--- src/rtl/sys_led_ctrl.sv ---
// Sys-bus LED peripheral: per-channel direct/PWM/blink/off drive on a shared prescaled PWM timebase.
// Single-cycle registered ack; errors on unmapped offsets and writes to the read-only STATUS register.
module sys_led_ctrl #(
   parameter int unsigned NUM_CH    = 4,
   parameter int unsigned PWM_W     = 8,
   parameter int unsigned PRESC_W   = 16,
   parameter int unsigned PRESC_RST = 0
) (
   input  logic              clk_i,
   input  logic              rstn_i,
   input  logic [31:0]       sys_addr_i,
   input  logic [31:0]       sys_wdata_i,
   input  logic              sys_wen_i,
   input  logic              sys_ren_i,
   output logic [31:0]       sys_rdata_o,
   output logic              sys_err_o,
   output logic              sys_ack_o,
   output logic [NUM_CH-1:0] led_o
);

   localparam int unsigned AW = 20;
   localparam int unsigned WW = AW - 2;
   localparam logic [WW-1:0] W_DIRECT = WW'(0);
   localparam logic [WW-1:0] W_PRESC  = WW'(1);
   localparam logic [WW-1:0] W_STATUS = WW'(2);
   localparam int unsigned   W_CFG0   = 4;

   typedef enum logic [1:0] {
      MODE_DIRECT = 2'd0,
      MODE_PWM    = 2'd1,
      MODE_BLINK  = 2'd2,
      MODE_OFF    = 2'd3
   } mode_e;

   typedef struct packed {
      logic [PWM_W-1:0] duty;
      mode_e            mode;
   } ch_cfg_t;

   logic [NUM_CH-1:0]  led_direct;
   logic [PRESC_W-1:0] presc;
   logic [PRESC_W-1:0] presc_cnt;
   logic [PWM_W-1:0]   pwm_cnt;
   ch_cfg_t            ch_cfg [NUM_CH];
   logic               ack;
   logic               err;
   logic [31:0]        rdata;
   logic [NUM_CH-1:0]  led;

   logic [AW-1:0]      off_c;
   logic [WW-1:0]      word_c;
   logic               aligned_c;
   logic               strobe_c;
   logic               hit_c;
   logic               ro_c;
   logic               err_c;
   logic               wr_c;
   logic               sel_dir_c;
   logic               sel_presc_c;
   logic [NUM_CH-1:0]  sel_cfg_c;
   logic [31:0]        rd_val_c;
   logic               tick_c;
   logic [NUM_CH-1:0]  led_nxt_c;
   logic               unused_c;

   assign off_c     = sys_addr_i[AW-1:0];
   assign word_c    = off_c[AW-1:2];
   assign aligned_c = (off_c[1:0] == 2'b00);
   assign strobe_c  = sys_wen_i | sys_ren_i;
   assign unused_c  = ^{sys_addr_i[31:AW], sys_wdata_i};

   // Address decode and read mux; the read value is always the pre-write content.
   always_comb begin
      hit_c       = 1'b0;
      ro_c        = 1'b0;
      sel_dir_c   = 1'b0;
      sel_presc_c = 1'b0;
      sel_cfg_c   = '0;
      rd_val_c    = '0;
      if (aligned_c) begin
         if (word_c == W_DIRECT) begin
            hit_c     = 1'b1;
            sel_dir_c = 1'b1;
            rd_val_c  = 32'(led_direct);
         end
         if (word_c == W_PRESC) begin
            hit_c       = 1'b1;
            sel_presc_c = 1'b1;
            rd_val_c    = 32'(presc);
         end
         if (word_c == W_STATUS) begin
            hit_c    = 1'b1;
            ro_c     = 1'b1;
            rd_val_c = {11'b0, 5'(NUM_CH), 16'(pwm_cnt)};
         end
         for (int unsigned c = 0; c < NUM_CH; c++) begin
            if (word_c == WW'(W_CFG0 + c)) begin
               hit_c        = 1'b1;
               sel_cfg_c[c] = 1'b1;
               rd_val_c     = 32'({ch_cfg[c].duty, 6'b0, ch_cfg[c].mode});
            end
         end
      end
   end

   assign err_c  = ~hit_c | (sys_wen_i & ro_c);
   assign wr_c   = sys_wen_i & ~err_c;
   assign tick_c = (presc_cnt == presc);

   // Next LED value from the current configuration and counters.
   always_comb begin
      led_nxt_c = '0;
      for (int unsigned c = 0; c < NUM_CH; c++) begin
         case (ch_cfg[c].mode)
            MODE_DIRECT: led_nxt_c[c] = led_direct[c];
            MODE_PWM:    led_nxt_c[c] = (pwm_cnt < ch_cfg[c].duty);
            MODE_BLINK:  led_nxt_c[c] = pwm_cnt[PWM_W-1];
            default:     led_nxt_c[c] = 1'b0;
         endcase
      end
   end

   always_ff @(posedge clk_i or negedge rstn_i) begin
      if (!rstn_i) begin
         ack        <= 1'b0;
         err        <= 1'b0;
         rdata      <= '0;
         led        <= '0;
         led_direct <= '0;
         presc      <= PRESC_W'(PRESC_RST);
         presc_cnt  <= '0;
         pwm_cnt    <= '0;
         for (int unsigned c = 0; c < NUM_CH; c++) begin
            ch_cfg[c] <= '0;
         end
      end else begin
         ack <= strobe_c;
         led <= led_nxt_c;
         if (strobe_c) begin
            err   <= err_c;
            rdata <= err_c ? 32'h0 : rd_val_c;
         end
         if (wr_c && sel_dir_c) begin
            led_direct <= sys_wdata_i[NUM_CH-1:0];
         end
         if (wr_c && sel_presc_c) begin
            presc <= sys_wdata_i[PRESC_W-1:0];
         end
         for (int unsigned c = 0; c < NUM_CH; c++) begin
            if (wr_c && sel_cfg_c[c]) begin
               ch_cfg[c].duty <= sys_wdata_i[PWM_W+7:8];
               ch_cfg[c].mode <= mode_e'(sys_wdata_i[1:0]);
            end
         end
         // A prescaler write restarts the whole timebase in phase with the new value.
         if (wr_c && sel_presc_c) begin
            presc_cnt <= '0;
            pwm_cnt   <= '0;
         end else if (tick_c) begin
            presc_cnt <= '0;
            pwm_cnt   <= pwm_cnt + PWM_W'(1);
         end else begin
            presc_cnt <= presc_cnt + PRESC_W'(1);
         end
      end
   end

   assign sys_ack_o   = ack;
   assign sys_err_o   = err;
   assign sys_rdata_o = rdata;
   assign led_o       = led;

endmodule
--- config.mk ---
export PLATFORM = sky130hd
export DESIGN_NAME = sys_led_ctrl
export DESIGN_NICKNAME = d
export VERILOG_FILES = /design/src/rtl/sys_led_ctrl.sv
export SDC_FILE = /design/constraint.sdc
export NUM_CORES = 1
export LEC_CHECK = 0
export CAP_MARGIN = 40
export CORE_MARGIN = 1
export CORE_UTILIZATION = 25
export CTS_BUF_LIST = sky130_fd_sc_hd__clkbuf_8
export DETAILED_ROUTE_END_ITERATION = 6
export HOLD_SLACK_MARGIN = 0.08
export PLACE_DENSITY = 0.51
export SETUP_SLACK_MARGIN = 0.4
export SYNTH_ARGS = -nofsm -noshare
export SYNTH_HDL_FRONTEND = slang
export SYNTH_SLANG_ARGS = --single-unit
--- constraint.sdc ---
create_clock -name clk_i -period 2.1 [get_ports clk_i]
set_input_delay 0.42 -clock clk_i [delete_from_list [all_inputs] [get_ports clk_i]]
set_output_delay 0.42 -clock clk_i [all_outputs]
set_load 0.01 [all_outputs]
==> run_results.csv, run 1 <==
group,metric,value,unit
clock_network,cts_tree,"done",
yosys,ys_seq_elements,107,
critical_path,path_max_fanout,5,
run_status,outcome,"complete, no violations",
timing,skew,11.6,ps
die,dieHeight,156,microns
critical_path,r2r-start,"presc[0]",
min_path,worstHoldStart,"sys_addr_i[1]",
route,drc,0,
power,p_per_area,605,nW/um^2
die,num_rows,55,
route,vias,4793,
placed_design,portBuffers,62,
placed_design,hpwlAfterDp,12.2,mm
die,die_area,24300,sq um
critical_path,r2r_cells,6,
yosys,yosys_warnings,0,
clock_network,cts.sinks,107,
yosys,async_flop_share,100,%
timing,setup_viol,0,
route,vias_per_cell,4.56,
critical_path,crit_type,"register to register",
global_routing,grt_use_met2,23.1,%
power,total_power,0.00502,W
global_routing,grt.met3_usage,2.50,%
clock_network,path_clk_slew,100,ps
power,ir_drop,0.286,mV
yosys,synth_top_flop_cell,"dfrtp_1",
layout,final_cell_mix,"dfrtp_1 (99), nand2_1 (77), buf_4 (62)",
placed_design,gp_congestion,0.800,
layout,area_delta_synth_final,40.2,%
min_path,min_path_type,"input port to register",
layout,layout-drive-gt1-share,31.2,%
route,wirelength,17.2,mm
global_routing,grtUsageMet1,20.5,%
global_routing,grt_antenna_before_repair,1,
timing,rsz0062_at_grt,"yes",
global_routing,grt_pass1_wl,27.2,mm
yosys,yosysSeqAreaShare,45.3,%
critical_path,path_delay_family,"simple AND/OR/NAND/NOR gates",
yosys,synth_top_area_share,45.3,%
die,start_util,25.8,%
yosys,avgSynthCellArea,9.99,sq um
global_routing,grt_pass1_vias,4889,
timing,finalHoldViolations,0,
timing,maxSlewViolCount,0,
route,drt_first_pass_iters,5,
route,drt_iter0_drc,297,
critical_path,crit_arrival,2230,ps
min_path,worstHoldEndpoint,"sys_rdata_o[0]",
global_routing,grt_usage,14.7,%
critical_path,crit_slowest_cell,"dfrtp_2",
timing,max_freq,526,MHz
timing,fin_ws,197,ps
global_routing,grt_overflow,0,
layout,diodes,0,
critical_path,startpoint_type,"register",
die,fp.dieW,156,microns
min_path,hold_depth,4,
critical_path,worstPathCellList,"xor2_2 > nor4_4 > nand4_1 > buf_6 > or4_1 > a21oi_2",
layout,fin_nets,831,
critical_path,slowest_delay,450,ps
clock_network,cts_max_level,3,
die,core_area,22900,sq um
layout,final_common_cell,"dfrtp_1",
clock_network,cts-root-buf,"clkbuf_8",
placed_design,dp_worst_setup_slack,-511,ps
critical_path,timing.rr.end,"pwm_cnt[4]",
power,leakagePower,3.85,nW
clock_network,cts.path.max_buffers,2,
route,wl_per_cell,16.4,microns
timing,period_minus_slack,1900,ps
critical_path,r2r_slack,200,ps
job,maxCapViolations,0,
die,io_pins,106,
critical_path,endpoint_kind,"register",
yosys,synth_edf_count,0,
route,postRouteAntennaNets,0,
timing,finalCritPeriodShare,90.6,%
global_routing,busiest_layer,"met2",
yosys,synthCells,592,
yosys,synthDistinctLibCells,48,
critical_path,worstPathRequired,2420,ps
yosys,yosysTopAreaCell,"dfrtp_1",
critical_path,worst-path-buf-inv,1,
global_routing,grt_max_degree,76,
clock_network,clk_latency,390,ps
clock_network,cts_made_buffers,9,
yosys,synth_area_leaders,"dfrtp_1 (45%), mux2_2 (6.5%), ha_1 (6.3%)",
yosys,syn_area,5920,sq um
## worst min-delay path: stages
cell and delay (ps):
dlymetal6s2s_1 100, nor3_1 60, nand4_1 90, o21ai_0 90
## metrics by stage
stage	area, sq um	hold slack [ps]	utilization, %	TNS, ps	cells
2_1_floorplan	6080	124	-	0	606
6_report	8290	421	36.2	0	1050
3_5_place_dp	7360	294	32.1	-32100	1002
5_1_grt	8290	435	36.2	0	1050
3_3_place_gp	7360	292	32.1	-31240	1002
4_1_cts	7930	426	34.6	0	1042
## per-layer routing
| layer | up-vias | part of all wire (%) |
|---|---|---|
| met4 | 2 | 1.3 |
| met3 | 17 | 4.3 |
| met2 | 101 | 46 |
| met1 | 2354 | 48 |
| met5 | - | 0.064 |
| li1 | 2319 | - |
## area by class of cell
class	count	area (sq um)
clock buffers	10	138
well taps	313	392
multi-input cells	431	3440
clock inverters	5	55.1
repair buffers	150	1460
inverters	34	128
fillers	2313	14600
flip-flops and latches	107	2690
## cells in the mapped netlist (2+ instances only)
| master | instances |
|---|---|
| a22oi_1 | 21 |
| inv_1 | 34 |
| buf_1 | 2 |
| nand2_1 | 77 |
| mux2_4 | 14 |
| a21oi_1 | 12 |
| buf_4 | 16 |
| or3_1 | 3 |
| o211ai_1 | 2 |
| mux2_2 | 34 |
| a31oi_1 | 7 |
| nor4_2 | 3 |
| mux2i_1 | 6 |
| clkbuf_1 | 12 |
| nand4_1 | 8 |
| xnor2_1 | 5 |
| nand2b_1 | 11 |
| and3_1 | 5 |
| o21ai_0 | 46 |
| buf_6 | 2 |
| ha_1 | 30 |
| xor2_1 | 26 |
| buf_2 | 3 |
| nor3_1 | 7 |
| nor4_1 | 9 |
| nand3_1 | 17 |
| nand3b_1 | 3 |
| dfrtp_1 | 107 |
| a21o_1 | 5 |
| o31ai_1 | 6 |
| o22ai_1 | 3 |
| nor2_1 | 40 |
## report_power, final
group / leakage [nW] / internal, W / switching [W]
logic: 2.29 / 0.000658 / 0.000715
registers: 1.46 / 0.00214 / 0.000204
clock network: 0.0995 / 0.000574 / 0.000733
## worst max-delay path by stage
stage	startpoint	to	slack, ps	depth (start not counted)
4_1_cts	sys_addr_i[18]	led_direct[0]	190	7
6_report	presc[0]	pwm_cnt[4]	200	6
3_3_place_gp	sys_addr_i[9]	ch_cfg[35]	-510	7
5_1_grt	presc[0]	pwm_cnt[3]	140	7
3_5_place_dp	sys_addr_i[9]	ch_cfg[33]	-510	7
2_1_floorplan	sys_addr_i[14]	led_direct[0]	10	7
## state kept, by name, indices dropped and copies added, names as in the netlist
signal       count
pwm_cnt          8
presc_cnt       16
sys_ack_o        1
ch_cfg          40
sys_err_o        1
presc           16
led_o            4
led_direct       4
sys_rdata_o     17
## cell families after synthesis
family	Yosys count	synth area share [%]
compound gates	105	10.7
xor+xnor	31	4.59
fa+ha+maj	30	6.34
buf+inv	69	5.71
flops	107	45.3
mux	54	11.0
other cells	1	0.0634
simple gates	195	16.3
## timing repair
item / 4_1_cts / 5_1_grt
endpoints found under the hold margin: 11 / 0
setup endpoints to repair: 124 / 107
cloned: 3 / 1
resized for setup: 134 / 74
setup buffers: 21 / 7
pin swaps: 31 / 32
hold buffers: 1 / 0
Note: power is estimated with default switching activity, not from simulation.
==> inputs of run 2 (changes only) <==
--- a/config.mk
+++ b/config.mk
@@ -10,6 +10,7 @@
 export CORE_UTILIZATION = 25
 export CTS_BUF_LIST = sky130_fd_sc_hd__clkbuf_8
 export DETAILED_ROUTE_END_ITERATION = 6
+export GPL_TIMING_DRIVEN = 0
 export HOLD_SLACK_MARGIN = 0.08
 export PLACE_DENSITY = 0.51
 export SETUP_SLACK_MARGIN = 0.4
==> constraint.sdc (replaced) <==
create_clock -name clk_i -period 2.47 [get_ports clk_i]
set_input_delay 0.494 -clock clk_i [delete_from_list [all_inputs] [get_ports clk_i]]
set_output_delay 0.494 -clock clk_i [all_outputs]
set_load 0.01 [all_outputs]
==> run 2 against run 1 <==
  * Critical path depth increased by 5
  * Sequential cell count unchanged
  * Sequential share of layout area increased by 2.9 points
  * Non-clock buffer count decreased by 31
  * First-iteration DRC count decreased by 9.4%
  * Clock skew increased by 0.93 ps
  * Register-to-register slack improved by 330 ps
  * Sequential power decreased by 15%
  * Critical path type is now input port to register
  * Largest power group unchanged
==> run_results.csv, run 2 (synthesized netlist as in run 1, its figures left out) <==
group,metric,value,unit
timing,period_minus_slack,2020,ps
critical_path,crit_slowest_cell,"nor3_4",
route,drt_first_pass_iters,4,
layout,final-seq-area,2680,sq um
global_routing,grt_pass1_vias,4711,
die,num_rows,55,
power,p_per_area,523,nW/um^2
job,maxCapViolations,0,
route,vias,4611,
global_routing,grt_pass1_wl,26.4,mm
global_routing,grt_overflow,0,
power,leakagePower,3.47,nW
layout,area_delta_synth_final,28.3,%
clock_network,clk_latency,390,ps
layout,fillers,2359,
timing,slew_headroom,62.4,%
die,fp.dieW,156,microns
clock_network,path_clk_slew,90,ps
clock_network,cts_max_level,3,
clock_network,cts.sinks,107,
layout,diodes,0,
global_routing,grt_usage,14.3,%
layout,layout-drive-gt1-share,21.4,%
clock_network,cts_tree,"done",
layout,largest_reg_flops,40,
timing,finalCritPeriodShare,82.0,%
die,start_util,25.8,%
critical_path,startpoint_type,"input port",
layout,final_cell_mix,"dfrtp_1 (104), nand2_1 (77), clkdlybuf4s50_1 (43)",
placed_design,dp_worst_setup_slack,-542,ps
critical_path,endpoint_kind,"register",
placed_design,portBuffers,60,
critical_path,worstPathCellList,"dlygate4sd2_1 > nor4_4 > buf_4 > nand4_1 > buf_4 > buf_4 > buf_4 > nor3_4 > buf_6 > a22oi_1 > o31ai_1",
route,wirelength,16.4,mm
route,drt-met1-wl,7.85,mm
timing,finalHoldViolations,0,
die,io_pins,106,
global_routing,grt_max_degree,67,
route,route.met3.wl,762,microns
timing,skew,12.6,ps
layout,final_common_cell,"dfrtp_1",
clock_network,cts.path.max_buffers,2,
route,drc,0,
timing,max_freq,494,MHz
min_path,min_path_type,"register to register",
placed_design,gp_congestion,0.862,
timing,setup_viol,0,
timing,tightest_slew,559,ps
global_routing,grt_antenna_before_repair,1,
power,ir_drop,0.245,mV
critical_path,path_max_fanout,5,
route,wl_per_cell,16.1,microns
die,core_area,22900,sq um
critical_path,crit_top_cell,"buf_4",
critical_path,worstPathRequired,2770,ps
critical_path,crit_arrival,2320,ps
power,total_power,0.00397,W
layout,regMostFlops,"ch_cfg",
timing,rsz0062_at_grt,"yes",
timing,fin_ws,446,ps
route,dr_wl_met2,7.55,mm
placed_design,hpwlAfterDp,12.0,mm
critical_path,slowest_delay,300,ps
route,vias_per_cell,4.53,
clock_network,cts_made_buffers,9,
timing,maxSlewViolCount,0,
run_status,outcome,"complete, no violations",
layout,fin_nets,799,
route,highest_layer,"met5",
die,die_area,24300,sq um
route,drt_iter0_drc,269,
critical_path,crit_type,"input port to register",
layout,multi_input_area,3100,sq um
die,dieHeight,156,microns
route,postRouteAntennaNets,0,
clock_network,cts-root-buf,"clkbuf_8",
run 2: final timing paths:
check	start	depth (start not counted)	end	slack, ps
worst max-delay path	sys_addr_i[5]	11	sys_rdata_o[1]	450
worst min-delay path	sys_rdata_o[3]	2	sys_rdata_o[3]	490
worst max register to register	presc_cnt[5]	6	pwm_cnt[7]	530
worst min register to register	sys_rdata_o[3]	2	sys_rdata_o[3]	490
max in group asynchronous	rstn_i	3	ch_cfg[15]	1190
min in group asynchronous	rstn_i	2	presc_cnt[9]	600
run 2: layer usage:
metal	vias up	GRT usage (%)
li1	2253	-
met5	-	0
met1	2244	19.3
met2	93	23.0
met3	19	2.86
met4	2	4.11
run 2: where the power goes:
| part | total (W) | leakage, nW | internal (W) | switching [W] |
|---|---|---|---|---|
| clock network | 0.00109 | 0.111 | 0.000482 | 0.000605 |
| logic | 0.000884 | 1.89 | 0.000396 | 0.000487 |
| registers | 0.00200 | 1.47 | 0.00181 | 0.000193 |
| total | 0.00397 | 3.47 | 0.00268 | 0.00129 |
run 2: cell type report:
cell class	instances	area share, %
plain buffers	35	3.73
clock buffers	10	1.81
clock inverters	6	0.659
inverters	34	1.68
multi-input cells	430	40.8
flip-flops and latches	107	35.3
well taps	313	5.16
repair buffers	84	10.8
run 2: worst max-delay path: cells and delay by family:
| family | cells | cell delay [ps] |
|---|---|---|
| AOI/OAI and AO/OA | 2 | 150 |
| buffers and inverters | 6 | 1050 |
| and+or+nand+nor | 3 | 630 |
run 2: repair_timing:
action | in CTS | in global routing
pin swaps | 12 | 12
gates cloned | 2 | 0
hold endpoints to repair | 41 | 0
setup buffers | 16 | 2
resized for setup | 65 | 36
setup endpoints to repair | 97 | 60
hold buffers | 1 | 0
run 2: metrics by stage:
step	cell area, sq um	util (%)	setup TNS (ps)	hold WS (ps)	std cells
6_report	7590	33.1	0	489	1019
5_1_grt	7590	33.1	0	527	1019
3_5_place_dp	7040	30.7	-35290	454	982
4_1_cts	7530	32.9	0	498	1017
3_3_place_gp	7000	30.5	-414890	466	979
2_1_floorplan	6010	-	0	198	606
==> inputs of run 3 (changes only) <==
==> constraint.sdc (replaced) <==
create_clock -name clk_i -period 2 [get_ports clk_i]
set_input_delay 0.4 -clock clk_i [delete_from_list [all_inputs] [get_ports clk_i]]
set_output_delay 0.4 -clock clk_i [all_outputs]
set_load 0.01 [all_outputs]
==> run 3 against run 2 <==
  * Non-clock buffer count is 46 higher
  * Clock-buffer cell count increased by 1
  * Via count up 6.0%
  * Critical endpoint is now ch_cfg[23]
  * Critical path depth stayed put
  * Clock power is 19% higher
  * Clock skew rose by 10 ps
  * Sequential cell count is the same
  * Utilization up 3.8 points
  * Largest power group unchanged
  * Cell count up 4.6%
  * Highest routed layer unchanged
  * Sequential power rose by 23%
  * Combinational power up 64%
  * Register-to-register slack worse by 350 ps
  * Largest cell class unchanged
==> run_results.csv, run 3 (synthesized netlist as in run 1, its figures left out) <==
group,metric,value,unit
run_status,outcome,"complete, no violations",
global_routing,grt_overflow,0,
route,postRouteAntennaNets,0,
layout,diodes,0,
critical_path,startpoint_type,"input port",
layout,largest_reg_flops,40,
timing,max_freq,501,MHz
min_path,min_path_type,"register to register",
global_routing,grt_antenna_before_repair,1,
clock_network,cts-root-buf,"clkbuf_8",
critical_path,crit_arrival,2280,ps
layout,regMostFlops,"ch_cfg",
route,wl_per_cell,17.1,microns
timing,tightest_slew,538,ps
critical_path,crit_type,"input port to register",
layout,multi_input_area,3460,sq um
route,drt_first_pass_iters,5,
layout,area_delta_synth_final,43.1,%
timing,setup_tns,0,ps
global_routing,grt_pass1_wl,27.9,mm
timing,slew_headroom,64.1,%
die,dieHeight,156,microns
layout,final_common_cell,"dfrtp_1",
clock_network,cts.path.max_buffers,2,
global_routing,grt_usage,15.1,%
layout,final_cell_mix,"dfrtp_1 (99), nand2_1 (54), buf_4 (52)",
timing,finalCritPeriodShare,99.9,%
critical_path,path_max_fanout,5,
clock_network,path_clk_slew,100,ps
placed_design,portBuffers,60,
route,drt_iter0_drc,303,
clock_network,clk_latency,400,ps
power,p_per_area,617,nW/um^2
job,maxCapViolations,0,
power,leakagePower,3.92,nW
route,drc,0,
timing,rsz0062_at_grt,"yes",
timing,skew,22.9,ps
route,vias_per_cell,4.58,
layout,fin_nets,846,
clock_network,cts_made_buffers,9,
critical_path,endpoint_kind,"register",
die,io_pins,106,
die,start_util,25.8,%
timing,maxSlewViolCount,0,
global_routing,grt_max_degree,66,
layout,fillers,2288,
timing,finalHoldViolations,0,
placed_design,hpwlAfterDp,12.1,mm
die,core_area,22900,sq um
die,num_rows,55,
timing,fin_hold_ws,484,ps
global_routing,grt_pass1_vias,4947,
die,die_area,24300,sq um
timing,period_minus_slack,2000,ps
die,fp.dieW,156,microns
timing,setup_viol,0,
placed_design,gp_congestion,0.866,
layout,final-seq-area,2690,sq um
clock_network,cts.sinks,107,
critical_path,worstPathRequired,2280,ps
clock_network,cts_max_level,3,
route,wirelength,18.2,mm
clock_network,cts_tree,"done",
power,ir_drop,0.311,mV
layout,layout-drive-gt1-share,36.1,%
route,vias,4887,
[run 3: cell types whose count changed in the layout (fill, tap and decap cells not counted), sizes merged]
| cell | change |
|---|---|
| inv | -2 |
| bufinv | -1 |
| buf | +55 |
| dlymetal6s2s | -1 |
| clkdlybuf4s15 | -1 |
| clkdlybuf4s50 | -23 |
| dlygate4sd2 | +20 |
| nand3 | +1 |
| clkinv | +2 |
| clkbuf | -2 |
| bufbuf | -1 |
[run 3: timing repair]
item | in CTS | in global routing
resized for setup | 146 | 106
setup buffers | 43 | 18
hold buffers | 1 | 0
pin swaps | 43 | 60
cloned | 3 | 4
setup endpoints to repair | 129 | 106
hold endpoints to repair | 42 | 0
[run 3: cell type report]
class	count	area share, %
Tap cell	313	4.62
Multi-Input combinational cell	431	40.9
Buffer	35	3.81
Timing Repair Buffer	130	15.3
Inverter	34	1.51
Sequential cell	107	31.7
Clock inverter	5	0.325
Clock buffer	11	1.79
[run 3: per-stage QoR]
stage	cell area [sq um]	setup WS, ps	utilization, %	total power, W	std cells
floorplan	6090	-70.2	-	0.00312	606
global placement	7080	-3900	30.9	0.00357	979
detailed placement	7110	-871	31.0	0.00362	981
CTS	7900	52.9	34.5	0.00501	1044
global route	8470	8.16	37.0	0.00557	1066
finish	8470	2.75	37.0	0.00522	1066
[run 3: layer usage]
metal  vias up  wire length [microns]  GRT usage, %
met2        94                   8640          24.9
met5         -                     11             0
met1      2413                   8590          20.2
met3        18                    752          2.94
met4         2                    243          3.92
li1       2360                      -             -
[run 3: critical path, stage by stage]
cell and delay, ps:
buf_6 90, nor4_4 300, and4_1 250, buf_6 120, buf_6 90, buf_6 80
buf_6 80, buf_6 90, nand4_1 230, buf_6 240, mux2_4 300
[run 3: power breakdown]
part,switching (W),internal (W),total (W),leakage (nW)
registers,0.000227,0.00224,0.00247,1.46
logic,0.000756,0.000696,0.00145,2.36
clock network,0.000788,0.000517,0.00130,0.101
[run 3: path summary, 6_finish.rpt]
| path | from | endpoint | slack (ps) | cells after the start |
|---|---|---|---|---|
| min | sys_rdata_o[18] | sys_rdata_o[18] | 480 | 2 |
| max | sys_addr_i[8] | ch_cfg[23] | 3 | 11 |
| min in group asynchronous | rstn_i | presc_cnt[4] | 500 | 2 |
| min reg2reg | sys_rdata_o[18] | sys_rdata_o[18] | 480 | 2 |
| max in group asynchronous | rstn_i | pwm_cnt[1] | 820 | 3 |
| max reg2reg | presc[1] | pwm_cnt[4] | 180 | 6 |
